===== src/rtl/audio_mix_stage_pkg.sv =====
// Shared types, constants and saturating arithmetic for the tone/mic mixing stage.
package audio_mix_stage_pkg;

   localparam int SAMPLE_W = 5;
   localparam int AUDIO_W  = 32;

   localparam logic [SAMPLE_W-1:0] TONE_SILENCE = 5'd16;
   localparam logic [AUDIO_W-1:0]  SAT_POS      = 32'h7FFF_FFFF;
   localparam logic [AUDIO_W-1:0]  SAT_NEG      = 32'h8000_0000;

   typedef enum logic [1:0] {
      ST_IDLE,
      ST_WRITE,
      ST_HOLDOFF
   } state_t;

   // Signed add clamped to the 32-bit range instead of wrapping.
   function automatic logic [AUDIO_W-1:0] sat_add32(input logic [AUDIO_W-1:0] a,
                                                    input logic [AUDIO_W-1:0] b);
      logic [AUDIO_W:0] s;
      s = {a[AUDIO_W-1], a} + {b[AUDIO_W-1], b};
      if (s[AUDIO_W] != s[AUDIO_W-1])
         return s[AUDIO_W] ? SAT_NEG : SAT_POS;
      return s[AUDIO_W-1:0];
   endfunction

endpackage


===== src/rtl/audio_mix_stage_if.sv =====
// Tone sample stream plus Audio_Controller frame handshake; slave is the mix stage.
interface audio_mix_stage_if;
   import audio_mix_stage_pkg::*;

   logic                sample_valid;
   logic [SAMPLE_W-1:0] sample_in;
   logic                sample_ready;

   logic                audio_in_available;
   logic                audio_out_allowed;
   logic [AUDIO_W-1:0]  left_channel_audio_in;
   logic [AUDIO_W-1:0]  right_channel_audio_in;
   logic                read_audio_in;
   logic                write_audio_out;
   logic [AUDIO_W-1:0]  left_channel_audio_out;
   logic [AUDIO_W-1:0]  right_channel_audio_out;

   modport master (
      output sample_valid, sample_in,
      input  sample_ready,
      output audio_in_available, audio_out_allowed,
      output left_channel_audio_in, right_channel_audio_in,
      input  read_audio_in, write_audio_out,
      input  left_channel_audio_out, right_channel_audio_out
   );

   modport slave (
      input  sample_valid, sample_in,
      output sample_ready,
      input  audio_in_available, audio_out_allowed,
      input  left_channel_audio_in, right_channel_audio_in,
      output read_audio_in, write_audio_out,
      output left_channel_audio_out, right_channel_audio_out
   );

endinterface


===== src/rtl/audio_mix_stage_tone_fifo.sv =====
// Synchronous FIFO; head visible combinationally, one-cycle write-to-read.
// Caller qualifies push/pop: push only when !full (or popping), pop only when !empty.
module tone_fifo #(
   parameter int DEPTH = 4,
   parameter int WIDTH = 5
) (
   input  logic                     clk,
   input  logic                     reset,
   input  logic                     push,
   input  logic                     pop,
   input  logic [WIDTH-1:0]         din,
   output logic [WIDTH-1:0]         head,
   output logic                     full,
   output logic                     empty,
   output logic [$clog2(DEPTH):0]   level
);

   localparam int PW = $clog2(DEPTH);

   logic [WIDTH-1:0] mem [DEPTH];
   logic [PW-1:0]    wr_ptr;
   logic [PW-1:0]    rd_ptr;
   logic [PW:0]      count;

   always_ff @(posedge clk) begin
      if (push)
         mem[wr_ptr] <= din;
   end

   always_ff @(posedge clk) begin
      if (reset) begin
         wr_ptr <= '0;
         rd_ptr <= '0;
         count  <= '0;
      end else begin
         if (push)
            wr_ptr <= wr_ptr + PW'(1);
         if (pop)
            rd_ptr <= rd_ptr + PW'(1);
         case ({push, pop})
            2'b10:   count <= count + (PW+1)'(1);
            2'b01:   count <= count - (PW+1)'(1);
            default: count <= count;
         endcase
      end
   end

   assign head  = mem[rd_ptr];
   assign full  = (count == (PW+1)'(DEPTH));
   assign empty = (count == '0);
   assign level = count;

endmodule


===== src/rtl/audio_mix_stage.sv =====
// Buffers ROM tone samples, scales and mixes them with mic audio, one codec frame per decision.
// Decision cycle -> strobes and registered data 1 cycle later; sample_ready low when the FIFO is full.
module audio_mix_stage
   import audio_mix_stage_pkg::*;
#(
   parameter int FIFO_DEPTH        = 4,
   parameter int FRAMES_PER_SAMPLE = 8,
   parameter int BASE_SHIFT        = 19
) (
   input  logic               CLOCK_50,
   input  logic               reset,
   audio_mix_stage_if.slave   bus,
   input  logic [2:0]         volume,
   input  logic               mute,
   input  logic               mic_enable,
   output logic [2:0]         fifo_level,
   output logic [7:0]         underflow_cnt,
   output logic               overflow
);

   localparam int FC_W = (FRAMES_PER_SAMPLE > 1) ? $clog2(FRAMES_PER_SAMPLE) : 1;
   localparam int LV_W = $clog2(FIFO_DEPTH) + 1;

   state_t              state, state_nxt;
   logic [FC_W-1:0]     frame_cnt;
   logic [SAMPLE_W-1:0] held_tone;
   logic [AUDIO_W-1:0]  out_l, out_r;

   logic                decide, pop_req, pop_ok, push_ok;
   logic                fifo_full, fifo_empty;
   logic [SAMPLE_W-1:0] fifo_head, tone_sel;
   logic [LV_W-1:0]     fifo_lvl;
   logic [AUDIO_W-1:0]  tone_ext, tone32, mic_l, mic_r, mix_l, mix_r;
   logic [4:0]          shamt;

   assign decide  = (state == ST_IDLE) && bus.audio_in_available && bus.audio_out_allowed;
   assign pop_req = decide && (frame_cnt == '0);
   assign pop_ok  = pop_req && !fifo_empty;
   // A pop frees the slot a simultaneous push needs, so a full FIFO still accepts it.
   assign push_ok = bus.sample_valid && (!fifo_full || pop_ok);

   tone_fifo #(
      .DEPTH (FIFO_DEPTH),
      .WIDTH (SAMPLE_W)
   ) u_tone_fifo (
      .clk   (CLOCK_50),
      .reset (reset),
      .push  (push_ok),
      .pop   (pop_ok),
      .din   (bus.sample_in),
      .head  (fifo_head),
      .full  (fifo_full),
      .empty (fifo_empty),
      .level (fifo_lvl)
   );

   // Offset binary -> two's complement is just an MSB flip, then sign-extend.
   assign tone_sel = pop_ok ? fifo_head : held_tone;
   assign tone_ext = {{(AUDIO_W-SAMPLE_W+1){~tone_sel[SAMPLE_W-1]}}, tone_sel[SAMPLE_W-2:0]};
   assign shamt    = 5'(BASE_SHIFT) + 5'(volume);
   assign tone32   = mute ? '0 : (tone_ext << shamt);
   assign mic_l    = mic_enable ? bus.left_channel_audio_in  : '0;
   assign mic_r    = mic_enable ? bus.right_channel_audio_in : '0;
   assign mix_l    = sat_add32(mic_l, tone32);
   assign mix_r    = sat_add32(mic_r, tone32);

   always_ff @(posedge CLOCK_50) begin
      if (reset)
         state <= ST_IDLE;
      else
         state <= state_nxt;
   end

   always_comb begin
      state_nxt           = state;
      bus.read_audio_in   = 1'b0;
      bus.write_audio_out = 1'b0;
      case (state)
         ST_IDLE:    if (decide) state_nxt = ST_WRITE;
         ST_WRITE: begin
            bus.read_audio_in   = 1'b1;
            bus.write_audio_out = 1'b1;
            state_nxt           = ST_HOLDOFF;
         end
         ST_HOLDOFF: state_nxt = ST_IDLE;
         default:    state_nxt = ST_IDLE;
      endcase
   end

   always_ff @(posedge CLOCK_50) begin
      if (reset) begin
         frame_cnt     <= '0;
         held_tone     <= TONE_SILENCE;
         out_l         <= '0;
         out_r         <= '0;
         underflow_cnt <= '0;
         overflow      <= 1'b0;
      end else begin
         if (decide) begin
            out_l     <= mix_l;
            out_r     <= mix_r;
            frame_cnt <= (frame_cnt == FC_W'(FRAMES_PER_SAMPLE - 1)) ? '0 : frame_cnt + FC_W'(1);
         end
         if (pop_ok)
            held_tone <= fifo_head;
         if (pop_req && fifo_empty && underflow_cnt != 8'hFF)
            underflow_cnt <= underflow_cnt + 8'd1;
         if (bus.sample_valid && !push_ok)
            overflow <= 1'b1;
      end
   end

   assign bus.sample_ready            = ~fifo_full;
   assign bus.left_channel_audio_out  = out_l;
   assign bus.right_channel_audio_out = out_r;
   assign fifo_level                  = 3'(fifo_lvl);

endmodule


===== src/flat_wrapper.sv =====
// flat-port wrapper written by rule: the top's interface ports become plain ports
module audio_mix_stage_flat import audio_mix_stage_pkg::*;
#(
   parameter int FIFO_DEPTH        = 4,
   parameter int FRAMES_PER_SAMPLE = 8,
   parameter int BASE_SHIFT        = 19
)
  (CLOCK_50, reset, volume, mute, mic_enable, fifo_level, underflow_cnt, overflow, bus_sample_valid, bus_sample_in, bus_sample_ready, bus_audio_in_available, bus_audio_out_allowed, bus_left_channel_audio_in, bus_right_channel_audio_in, bus_read_audio_in, bus_write_audio_out, bus_left_channel_audio_out, bus_right_channel_audio_out);
  audio_mix_stage_if bus_i ();
  input  logic CLOCK_50;
  input  logic reset;
  input  logic [2:0] volume;
  input  logic mute;
  input  logic mic_enable;
  output logic [2:0] fifo_level;
  output logic [7:0] underflow_cnt;
  output logic overflow;
  input wire logic [$bits(bus_i.sample_valid)-1:0] bus_sample_valid;
  input wire logic [$bits(bus_i.sample_in)-1:0] bus_sample_in;
  output wire logic [$bits(bus_i.sample_ready)-1:0] bus_sample_ready;
  input wire logic [$bits(bus_i.audio_in_available)-1:0] bus_audio_in_available;
  input wire logic [$bits(bus_i.audio_out_allowed)-1:0] bus_audio_out_allowed;
  input wire logic [$bits(bus_i.left_channel_audio_in)-1:0] bus_left_channel_audio_in;
  input wire logic [$bits(bus_i.right_channel_audio_in)-1:0] bus_right_channel_audio_in;
  output wire logic [$bits(bus_i.read_audio_in)-1:0] bus_read_audio_in;
  output wire logic [$bits(bus_i.write_audio_out)-1:0] bus_write_audio_out;
  output wire logic [$bits(bus_i.left_channel_audio_out)-1:0] bus_left_channel_audio_out;
  output wire logic [$bits(bus_i.right_channel_audio_out)-1:0] bus_right_channel_audio_out;
  assign bus_i.sample_valid = bus_sample_valid;
  assign bus_i.sample_in = bus_sample_in;
  assign bus_sample_ready = bus_i.sample_ready;
  assign bus_i.audio_in_available = bus_audio_in_available;
  assign bus_i.audio_out_allowed = bus_audio_out_allowed;
  assign bus_i.left_channel_audio_in = bus_left_channel_audio_in;
  assign bus_i.right_channel_audio_in = bus_right_channel_audio_in;
  assign bus_read_audio_in = bus_i.read_audio_in;
  assign bus_write_audio_out = bus_i.write_audio_out;
  assign bus_left_channel_audio_out = bus_i.left_channel_audio_out;
  assign bus_right_channel_audio_out = bus_i.right_channel_audio_out;
  audio_mix_stage #(.FIFO_DEPTH(FIFO_DEPTH), .FRAMES_PER_SAMPLE(FRAMES_PER_SAMPLE), .BASE_SHIFT(BASE_SHIFT)) u_core (.CLOCK_50(CLOCK_50), .reset(reset), .bus(bus_i), .volume(volume), .mute(mute), .mic_enable(mic_enable), .fifo_level(fifo_level), .underflow_cnt(underflow_cnt), .overflow(overflow));
endmodule

===== config.mk =====
export PLATFORM = sky130hd
export DESIGN_NAME = audio_mix_stage_flat
export DESIGN_NICKNAME = d
export VERILOG_FILES = /design/src/rtl/audio_mix_stage_pkg.sv /design/src/rtl/audio_mix_stage_if.sv /design/src/rtl/audio_mix_stage_tone_fifo.sv /design/src/rtl/audio_mix_stage.sv /design/src/flat_wrapper.sv
export SDC_FILE = /design/constraint.sdc
export NUM_CORES = 1
export LEC_CHECK = 0
export BUFFER_PORTS_ARGS = -buffer_cell sky130_fd_sc_hd__buf_2
export CAP_MARGIN = 5
export CELL_PAD_IN_SITES_DETAIL_PLACEMENT = 0
export CELL_PAD_IN_SITES_GLOBAL_PLACEMENT = 1
export CORE_UTILIZATION = 27
export DETAILED_ROUTE_END_ITERATION = 16
export PLACE_DENSITY_LB_ADDON = 0.1
export SLEW_MARGIN = 20
export SYNTH_ARGS = -nofsm -noshare
export SYNTH_HDL_FRONTEND = slang
export SYNTH_SLANG_ARGS = --single-unit

===== constraint.sdc =====
create_clock -name CLOCK_50 -period 8.5 [get_ports CLOCK_50]
set_clock_uncertainty 0.05 [all_clocks]
set_input_delay 1.7 -clock CLOCK_50 [delete_from_list [all_inputs] [get_ports CLOCK_50]]
set_output_delay 1.7 -clock CLOCK_50 [all_outputs]
set_load 0.1 [all_outputs]

==> impl_metrics.env <==
export IMPL_outcome="finished, final reports clean"
export IMPL_final_hold_viol_count=0
export IMPL_netSwitchingFraction=0.406
export IMPL_largest_fanout_on_the_critical_path=26
export IMPL_design_core_area_um2=26100
export IMPL_post_synth_cell_area_avg_um2=8.22
export IMPL_worst_setup_hold_path_clk_slew_ns=0.08
export IMPL_grt_pass1_wl_um=37000
export IMPL_finish_cell_count_without_fillers=1337
export IMPL_drt_antenna_violating_nets=0
export IMPL_fraction_of_the_yosys_area_taken_by_sequential_cells=0.340
export IMPL_detailed_place_hpwl_um=17800
export IMPL_internal_power_mw=0.945
export IMPL_dominantRegCellSynth="sky130_fd_sc_hd__dfxtp_1"
export IMPL_worst_slew_margin_rel=0.348
export IMPL_max_freq_mhz=146
export IMPL_numClockSinks=112
export IMPL_setup_violations=0
export IMPL_synth_warning_count=0
export IMPL_vias_per_cell=5.10
export IMPL_final_min_period_over_clock_period=0.805
export IMPL_boundaryPins=158
export IMPL_placed_cells_incl_taps=1320
export IMPL_ctsHtreeMaxLevel=3
export IMPL_cts_tree="done"
export IMPL_die_area_um2=27300
export IMPL_final_min_clock_period_ns=6.84
export IMPL_cts_max_path_buffers=2
export IMPL_place_congestion=0.805
export IMPL_clk_latency_ns=0.36
export IMPL_sequential_share_of_power=0.374
export IMPL_die_w_um=165
export IMPL_post_synth_num_cell_types=80
export IMPL_critPathCaptureType="flop"
export IMPL_nets=1106
export IMPL_critical_path_startpoint_type="input pin"
export IMPL_p_sw_mw=0.645
export IMPL_cts_made_buffers=9
export IMPL_first_global_vias=6478
export IMPL_hold_class="flop to flop"
export IMPL_antenna_found_initial=5
export IMPL_final_hold_worst_slack_ns=0.410
export IMPL_post_drt_wl_per_cell_um=17.7
export IMPL_met3_wirelength_um=1190
export IMPL_globalRouteOverflowTotal=0
export IMPL_route_vias_total=6813
export IMPL_placed_cell_area_um2=8210
export IMPL_clockPowerShare=0.292
export IMPL_routed_wirelength_um=23600
export IMPL_io_buffer_count=157
export IMPL_worst_slew_pin_slew_ns=0.976
export IMPL_area_growth_synth_to_final_pct=18.8
export IMPL_ctsHoldBuffers=0
export IMPL_netlist_area_um2=7190
export IMPL_drive_gt1_frac=0.211
export IMPL_post_cts_setup_buffers=0
export IMPL_ir_drop_v=0.0000962
export IMPL_layout_core_utilization=0.328
export IMPL_fillerInstances=2851
export IMPL_final_max_slew_violation_count=0
export IMPL_postSynthNetCount=984
export IMPL_met1Wirelength_um=10900
export IMPL_cts_repair_resized=0
export IMPL_drcViolationCount=0
export IMPL_setup_tns_ns=0
export IMPL_clk_root_buffer_cell="sky130_fd_sc_hd__clkbuf_16"
export IMPL_synthCells=874
export IMPL_p_comb_frac=0.333
export IMPL_grt_setup_unrepaired="false"
export IMPL_synth_edf_count=20
export IMPL_drv_max_cap_violation_count=0
export IMPL_total_leakage_power_nw=3.43
export IMPL_detailedRoute_firstIterationViolations=438
export IMPL_fin_area_um2=8540
export IMPL_largest_net_degree_at_the_start_of_global_routing=66
export IMPL_die_y_um=165
export IMPL_power_per_cell_area_nw_per_um2=186
export IMPL_postSynthRegisterBits=112
export IMPL_starting_density=0.276
export IMPL_routed_wl_met2_um=11100
export IMPL_detail_route_first_pass_iterations=4
export IMPL_worst_endpoint_arrival_ns=7.07
export IMPL_synth_async_reset_ratio=0
export IMPL_worst_endpoint_required_ns=8.73
export IMPL_placement_rows=59
export IMPL_routed_top_layer="met5"
export IMPL_criticalPathCategory="input pin to flop"
export IMPL_grt_util_all_layers=0.177
-- cell usage in the layout (no fill, tap or decap), types with 6 or more instances in the layout --
cell and count:
sky130_fd_sc_hd__a31oi_1 11, sky130_fd_sc_hd__o211ai_1 11, sky130_fd_sc_hd__nand4_1 11, sky130_fd_sc_hd__xnor2_1 25, sky130_fd_sc_hd__dfxtp_1 92, sky130_fd_sc_hd__or3_1 7
sky130_fd_sc_hd__o21ai_0 56, sky130_fd_sc_hd__buf_4 6, sky130_fd_sc_hd__edfxtp_1 20, sky130_fd_sc_hd__nor3_1 13, sky130_fd_sc_hd__a211oi_1 23, sky130_fd_sc_hd__inv_1 21
sky130_fd_sc_hd__buf_2 157, sky130_fd_sc_hd__ha_1 30, sky130_fd_sc_hd__nor2_1 97, sky130_fd_sc_hd__mux4_2 6, sky130_fd_sc_hd__nand2_1 99, sky130_fd_sc_hd__clkbuf_16 9
sky130_fd_sc_hd__nand2b_1 7, sky130_fd_sc_hd__xor2_1 17, sky130_fd_sc_hd__and2_1 38, sky130_fd_sc_hd__nand3_1 41, sky130_fd_sc_hd__maj3_1 10, sky130_fd_sc_hd__a32o_1 14
sky130_fd_sc_hd__a221oi_1 6, sky130_fd_sc_hd__a21oi_1 65, sky130_fd_sc_hd__nor2b_1 11
-- worst paths after layout --
path / startpoint / to / slack (ns) / cells after the start
max: volume[0] / u_core.bus.right_channel_audio_out[29] / 1.66 / 18
min: u_core.bus.right_channel_audio_out[2] / u_core.bus.right_channel_audio_out[2] / 0.41 / 2
max reg2reg: u_core.frame_cnt[0] / u_core.bus.left_channel_audio_out[2] / 3.28 / 19
min reg2reg: u_core.bus.right_channel_audio_out[2] / u_core.bus.right_channel_audio_out[2] / 0.41 / 2
-- flip-flops by register name, summed over array words and instances (netlist names), named ones only --
signal,cells
u_core.bus.left_channel_audio_out,32
u_core.bus.right_channel_audio_out,32
u_core.frame_cnt,3
u_core.held_tone,5
u_core.overflow,1
u_core.state,2
u_core.u_tone_fifo.level,3
u_core.u_tone_fifo.mem,20
u_core.u_tone_fifo.rd_ptr,2
u_core.u_tone_fifo.wr_ptr,2
u_core.underflow_cnt,8
-- metal layers --
layer / global-route usage / vias up
li1: - / 3427
met1: 0.231 / 3187
met2: 0.295 / 164
met3: 0.0360 / 27
met4: 0.0480 / 8
met5: 0 / -
-- synth_stat cells (6+ instances only) --
library cell	n	area share
sky130_fd_sc_hd__and2_1	38	0.033
sky130_fd_sc_hd__inv_1	21	0.011
sky130_fd_sc_hd__xnor2_1	25	0.030
sky130_fd_sc_hd__buf_1	6	0.0031
sky130_fd_sc_hd__nand4_1	11	0.0096
sky130_fd_sc_hd__clkbuf_1	33	0.017
sky130_fd_sc_hd__nor2b_1	11	0.0096
sky130_fd_sc_hd__maj3_1	10	0.014
sky130_fd_sc_hd__a211oi_1	23	0.024
sky130_fd_sc_hd__buf_2	9	0.0063
sky130_fd_sc_hd__or3_1	7	0.0061
sky130_fd_sc_hd__a221oi_1	6	0.0073
sky130_fd_sc_hd__dfxtp_1	92	0.26
sky130_fd_sc_hd__ha_1	30	0.052
sky130_fd_sc_hd__nor2_1	97	0.051
sky130_fd_sc_hd__nand2b_1	7	0.0061
sky130_fd_sc_hd__nand2_1	99	0.052
sky130_fd_sc_hd__a32o_1	14	0.020
sky130_fd_sc_hd__o211ai_1	11	0.011
sky130_fd_sc_hd__xor2_1	17	0.021
sky130_fd_sc_hd__nand3_1	41	0.029
sky130_fd_sc_hd__edfxtp_1	20	0.084
sky130_fd_sc_hd__a21oi_1	65	0.045
sky130_fd_sc_hd__a31oi_1	12	0.010
sky130_fd_sc_hd__nor3_1	13	0.0091
sky130_fd_sc_hd__o21ai_0	56	0.039
sky130_fd_sc_hd__mux4_2	6	0.019
-- stage by stage --
stage,setup slack (ns),power (mW)
2_1_floorplan,2.06,1.02
3_3_place_gp,1.43,1.15
3_5_place_dp,1.30,1.14
4_1_cts,1.67,1.62
5_1_grt,0.983,1.67
6_report,1.66,1.59
-- worst max-delay path, cell delays in order --
cell and delay [ns]:
sky130_fd_sc_hd__buf_2 0.41, sky130_fd_sc_hd__inv_1 0.21, sky130_fd_sc_hd__ha_1 0.31, sky130_fd_sc_hd__nor4b_1 0.38
sky130_fd_sc_hd__o211ai_1 0.28, sky130_fd_sc_hd__a211oi_1 0.41, sky130_fd_sc_hd__or2_1 0.27, sky130_fd_sc_hd__xor2_1 0.18
sky130_fd_sc_hd__ha_1 0.23, sky130_fd_sc_hd__a221oi_1 0.09, sky130_fd_sc_hd__maj3_1 0.40, sky130_fd_sc_hd__or4_1 0.53
sky130_fd_sc_hd__a31oi_1 0.30, sky130_fd_sc_hd__a21oi_1 0.12, sky130_fd_sc_hd__a21o_1 0.25, sky130_fd_sc_hd__a21oi_2 0.43
sky130_fd_sc_hd__nand2_1 0.30, sky130_fd_sc_hd__o211ai_1 0.24
-- logic make-up (layout without fill, tap and decap cells) --
family          after synthesis  count (layout)  share of synthesized area
simple gates                351             351                      0.239
compound gates              245             245                      0.231
flops                       112             112                      0.340
buf+inv                      73             200                     0.0428
xor+xnor                     43              43                     0.0535
fa+ha+maj                    41              41                     0.0690
mux                           9               9                     0.0254
other cells                   0               1                          0
-- power by group through the flow --
stage | sequential (mW) | combinational (mW) | clock [mW]
after floorplan | 0.790 | 0.230 | 0
after global placement | 0.607 | 0.538 | 0
after detailed placement | 0.607 | 0.533 | 0
after CTS | 0.595 | 0.535 | 0.485
after global routing | 0.600 | 0.573 | 0.502
final | 0.595 | 0.530 | 0.465
-- cell type report --
type	instances	area (µm²)	area share
diodes	1	2.50	0.000293
clock buffers	9	225	0.0264
clock inverters	7	95.1	0.0111
inverters	21	78.8	0.00923
multi-input cells	689	4440	0.520
flip-flops and latches	112	2440	0.286
well taps	335	419	0.0491
repair buffers	163	831	0.0973
Power figures use the tool's default switching activity.
